**src/rtl/traffic_phase_scheduler.sv**
```systemverilog
// Demand-actuated four-approach junction sequencer.
// Cycles ALLRED -> GREEN -> YELLOW -> ALLRED. The next approach to serve is chosen
// round-robin from latched vehicle demand. Intervals are counted in tick cycles.
// Optional emergency preemption is compiled in when EMERG_PREEMPT_EN is defined.
module traffic_phase_scheduler #(
    parameter int unsigned TIMER_W   = 8,
    parameter int unsigned MIN_GREEN = 10,
    parameter int unsigned MAX_GREEN = 30,
    parameter int unsigned YELLOW_T  = 3,
    parameter int unsigned ALLRED_T  = 2
) (
    input  logic       clk,
    input  logic       rst,
    input  logic       tick,
    input  logic [3:0] req,
`ifdef EMERG_PREEMPT_EN
    input  logic       emerg_req,
    input  logic [1:0] emerg_phase,
`endif
    output logic [3:0] green,
    output logic [3:0] yellow,
    output logic [3:0] red,
    output logic [1:0] phase,
    output logic [1:0] state
);

    typedef enum logic [1:0] {
        StAllRed = 2'd0,
        StGreen  = 2'd1,
        StYellow = 2'd2
    } state_t;

    // Interval end points, expressed as the timer value on the final tick.
    localparam logic [TIMER_W-1:0] MIN_M1    = TIMER_W'(MIN_GREEN - 1);
    localparam logic [TIMER_W-1:0] MAX_M1    = TIMER_W'(MAX_GREEN - 1);
    localparam logic [TIMER_W-1:0] YEL_M1    = TIMER_W'(YELLOW_T - 1);
    localparam logic [TIMER_W-1:0] AR_M1     = TIMER_W'(ALLRED_T - 1);
    localparam logic [TIMER_W-1:0] AR_FULL   = TIMER_W'(ALLRED_T);

    state_t             state_q, state_d;
    logic [1:0]         phase_q, phase_d;
    logic [TIMER_W-1:0] timer_q, timer_d;
    logic [3:0]         pending_q, pending_d;
    logic [3:0]         green_q, green_d;
    logic [3:0]         yellow_q, yellow_d;
    logic [3:0]         red_q, red_d;

    logic [3:0] phase_onehot;
    logic       other_pend;
    logic       any_pend;
    logic       allred_done;
    logic       green_release;
    logic       rr_found;
    logic [1:0] rr_phase;
    logic [1:0] rr_cand;

    assign phase_onehot = 4'b0001 << phase_q;
    assign other_pend   = |(pending_q & ~phase_onehot);
    assign any_pend     = |pending_q;

    // All-red clearance satisfied now, or already satisfied on an earlier tick.
    assign allred_done = (tick && (timer_q == AR_M1)) || (timer_q >= AR_FULL);

    // A tick at or past the minimum green ends the phase; the maximum-green tick is
    // always at or past the minimum, so it is included for completeness only.
    assign green_release = tick && ((timer_q >= MIN_M1) || (timer_q == MAX_M1));

    // Round-robin search: phase+1, phase+2, phase+3, then phase itself.
    always_comb begin
        rr_found = 1'b0;
        rr_phase = phase_q;
        rr_cand  = 2'd0;
        for (int k = 1; k <= 4; k++) begin
            rr_cand = phase_q + 2'(k);
            if (!rr_found && pending_q[rr_cand]) begin
                rr_found = 1'b1;
                rr_phase = rr_cand;
            end
        end
    end

    // Next state and phase selection.
    always_comb begin
        state_d = state_q;
        phase_d = phase_q;
        case (state_q)
            StAllRed: begin
                if (allred_done) begin
`ifdef EMERG_PREEMPT_EN
                    if (emerg_req) begin
                        state_d = StGreen;
                        phase_d = emerg_phase;
                    end else
`endif
                    if (any_pend) begin
                        state_d = StGreen;
                        phase_d = rr_phase;
                    end
                end
            end
            StGreen: begin
`ifdef EMERG_PREEMPT_EN
                if (emerg_req) begin
                    if (phase_q != emerg_phase) begin
                        state_d = StYellow;
                    end
                end else
`endif
                if (other_pend && green_release) begin
                    state_d = StYellow;
                end
            end
            StYellow: begin
                if (tick && (timer_q == YEL_M1)) begin
                    state_d = StAllRed;
                end
            end
            default: state_d = StAllRed;
        endcase
    end

    // Demand latch, interval timer and registered lamp values.
    always_comb begin
        pending_d = pending_q | (req & ~((state_q == StGreen) ? phase_onehot : 4'b0000));
        if ((state_d == StGreen) && (state_q != StGreen)) begin
            pending_d = pending_d & ~(4'b0001 << phase_d);
        end

        timer_d = timer_q;
        if (state_d != state_q) begin
            timer_d = '0;
        end else if (tick && (timer_q != '1)) begin
            timer_d = timer_q + 1'b1;
        end

        green_d  = (state_d == StGreen)  ? (4'b0001 << phase_d) : 4'b0000;
        yellow_d = (state_d == StYellow) ? (4'b0001 << phase_d) : 4'b0000;
        red_d    = ~(green_d | yellow_d);
    end

    // State and output registers; reset aborts any interval immediately.
    always_ff @(posedge clk or posedge rst) begin
        if (rst) begin
            state_q   <= StAllRed;
            phase_q   <= 2'd3;
            timer_q   <= '0;
            pending_q <= 4'b0000;
            green_q   <= 4'b0000;
            yellow_q  <= 4'b0000;
            red_q     <= 4'b1111;
        end else begin
            state_q   <= state_d;
            phase_q   <= phase_d;
            timer_q   <= timer_d;
            pending_q <= pending_d;
            green_q   <= green_d;
            yellow_q  <= yellow_d;
            red_q     <= red_d;
        end
    end

    assign green  = green_q;
    assign yellow = yellow_q;
    assign red    = red_q;
    assign phase  = phase_q;
    assign state  = state_q;

endmodule
```
**config.mk**
```make
export PLATFORM = sky130hd
export DESIGN_NAME = traffic_phase_scheduler
export DESIGN_NICKNAME = d
export VERILOG_FILES = /design/src/rtl/traffic_phase_scheduler.sv
export SDC_FILE = /design/constraint.sdc
export NUM_CORES = 1
export LEC_CHECK = 0
export ABC_AREA = 1
export CORE_MARGIN = 3
export CORE_UTILIZATION = 35
export DETAILED_ROUTE_END_ITERATION = 16
export PLACE_DENSITY = 0.64
export SKIP_LAST_GASP = 1
export SLEW_MARGIN = 20
export SYNTH_ARGS = -nofsm -noshare
export SYNTH_HDL_FRONTEND = slang
export SYNTH_SLANG_ARGS = --single-unit
```
**constraint.sdc**
```tcl
create_clock -name clk -period 2.73 [get_ports clk]
set_input_delay 0.4095 -clock clk [delete_from_list [all_inputs] [get_ports clk]]
set_output_delay 0.4095 -clock clk [all_outputs]
set_load 0.02 [all_outputs]
```
==> metrics.txt <==
status finished, final reports clean; Post-Synth XOR/XNOR Area 0.02079; Die ar. 0.005684 sq mm; Setup TNS Final 0 ps; Total Power 2.372 mW; FILL cells 443; Worst R2R Start phase[0]$_DFF_PP1_; vias in the first global route 1363; largest family of logic cells by synthesized area simple AND/OR/NAND/NOR gates; ant diodes 0; initial core utilization 0.3742; endpoint type of the worst setup path flip-flop; Hold Path Class input port to async pin; most frequent cells in the layout 52 x nand2_1, 28 x nor2_1, 26 x inv_1; Slew Limit Fails 0; CP max-delay cell dfstp_2; die height 75.39 microns; post-placement setup slack 374.8 ps; Post-DP HPWL 2859 microns; buffers added on ports 22; R2R depth 13; Tmin final 2367 ps; post-synthesis mux area share 0; slack of the worst reg-to-reg path 360 ps; Yosys reg bits 28; TritonRoute pass-1 iters 4; VDD IR-drop max 0.5417 mV; Area growth syn-to-layout 20.94%; Final Cycle Share 0.8671; Post-CTS Repair Setup Buffers 0; gr usage total 0.1409; DR iter-0 viols 66; CP Max Fanout 12; register area share after synthesis 0.4202; aggregate routed wire length 3599 microns; clock-pin slew of the registers on the worst-case setup and hold paths 90 ps; Compound-Gate Fraction of Synth Area 0.08612; CP cell instances inv_8 > ha_1 > inv_1 > nand3_1 > nand2_2 > nand2_1 > inv_1 > nand2_2 > nand3_2 > o21ai_2 > nand3_1 > nand2_1 > inv_1; Ys Warns 0; Top Family by Delay on Critical Path flip-flops; cts bufs inserted 3; CTS tree done; Die W 75.39 microns; endpoints failing setup 0; max incr delay on CP 720 ps; Max Fclk 422.5 MHz; CP bufs+invs 4; area of the core 0.004504 sq mm; Vias/cell 4.878; pwr/cell area 1164 mW/mm^2; Final #Nets 259; initial antenna violation count 0; layout cell share with drive strength beyond 1 0.1358; CP Class flip-flop to flip-flop; FP Rows 24; Slew @ Worst Pin 388.9 ps; Num Clock Sinks 28; CTS-repair resized insts 0; unrepaired setup endpoints after global routing false; Unique masters post-synth 28; DRT antenna net count 0; Post-Synth Simple-Gate Area 0.3363; Final Hold Viols 0; post-synthesis adder-cell area fraction 0.05939; Avg Cell Area, Syn 7.767 sq um; H-tree Lvls 1; routability cong. 0.8570; via count 1439; CP startpoint kind flip-flop; cts hold-fix bufs 0; GRT overflow 0; drt drc 0; Worst Skew 4.157 ps; buffer levels on the longest clock path 2; Post-Synthesis Cells 217; drt wl/cell 12.20 microns; CP arrival 2540 ps; final core utilization 0.4525; first-pass GRT wire length 6175 microns; LEAKAGE 1.005 nW; max cap viols 0; syn nets 232; r2r endpoint pending_q[2]$_DFF_PP0_; Worst EP required 2910 ps; synthesized area 0.001685 sq mm; root buffer cell clkbuf_8; IO Count 23; most used cell, CP inv_1; max_slew headroom 0.7398; largest net degree at the start of global routing 29; most common cell after layout, fill and taps aside nand2_1; Worst-Skew Late Latency 270 ps; setup ws final 362.9 ps
-- cell usage after synthesis (all sizes together) --
| cell | instances | area share |
|---|---|---|
| dfstp | 6 | 0.094 |
| o22ai | 2 | 0.0074 |
| buf | 1 | 0.0067 |
| nand2 | 61 | 0.15 |
| nand3 | 24 | 0.083 |
| dfrtp | 22 | 0.33 |
| a21o | 1 | 0.0045 |
| o21bai | 1 | 0.0045 |
| o21ai | 6 | 0.020 |
| ha | 8 | 0.059 |
| inv | 29 | 0.071 |
| nand4 | 3 | 0.011 |
| xor2 | 4 | 0.021 |
| nor2 | 32 | 0.080 |
| a21oi | 7 | 0.023 |
| nor4 | 1 | 0.0037 |
| nor3 | 3 | 0.0089 |
| o211ai | 6 | 0.027 |
-- state kept, by name (all words and copies together) (netlist names) --
name,flops
timer_q,8
green,4
pending_q,4
red,4
yellow,4
phase,2
state,2
-- power by group --
group          leakage, nW  switching, mW  internal (mW)  total (mW)
registers            0.340          0.131          0.561       0.692
logic                0.629          0.881          0.478        1.36
clock network       0.0357          0.125          0.196       0.321
-- final cells by class --
class / instances / area (sq um) / area share
clock buffer: 3 / 41.29 / 0.02026
clock inverter: 1 / 30.03 / 0.01473
inverter: 29 / 118.9 / 0.05832
multi-input combinational: 159 / 847.1 / 0.4156
sequential: 28 / 708.2 / 0.3475
tap: 52 / 65.06 / 0.03192
timing repair buffer: 23 / 227.7 / 0.1117
-- routing by layer --
metal	up-vias	global-route usage	wire, microns
li1	750	-	-
met1	655	0.1917	1689
met2	28	0.2301	1735
met3	6	0.02111	116
met4	0	0.04660	58
met5	-	0	0
-- through the flow --
step / hold WS (ps) / instances / instance area [sq um]
final: 479.0 / 295 / 2038
after global routing: 520.3 / 295 / 2038
after CTS: 489.8 / 295 / 2038
after detailed placement: 583.2 / 291 / 1967
after global placement: 555.0 / 291 / 1967
after floorplan: 470.5 / 217 / 1685
-- worst reg2reg max path: stages, from the launching register on --
cell	delay, ps
dfstp_2	720
inv_8	80
ha_1	380
inv_1	100
nand3_1	100
nand2_2	70
nand2_1	90
inv_1	50
nand2_2	80
nand3_2	80
o21ai_2	280
nand3_1	130
nand2_1	80
inv_1	30
-- kinds of logic after synthesis --
logic type / count (synthesis)
buffers and inverters: 30
adder cells (fa/ha/maj): 8
flip-flops: 28
AND/OR/NAND/NOR: 124
AO/OA/AOI/OAI: 23
XOR/XNOR: 4
-- worst max-delay path by stage --
stage | from | slack, ps | depth (start not counted) | end
4_1_cts | phase[0]$_DFF_PP1_ | 370 | 13 | pending_q[2]$_DFF_PP0_
3_3_place_gp | phase[0]$_DFF_PP1_ | 420 | 13 | pending_q[2]$_DFF_PP0_
6_report | phase[0]$_DFF_PP1_ | 360 | 13 | pending_q[2]$_DFF_PP0_
3_5_place_dp | phase[0]$_DFF_PP1_ | 370 | 13 | pending_q[2]$_DFF_PP0_
5_1_grt | phase[0]$_DFF_PP1_ | 140 | 13 | pending_q[2]$_DFF_PP0_
2_1_floorplan | phase[0]$_DFF_PP1_ | 560 | 15 | pending_q[1]$_DFF_PP0_
No activity file was read; power rests on OpenSTA's default activity.
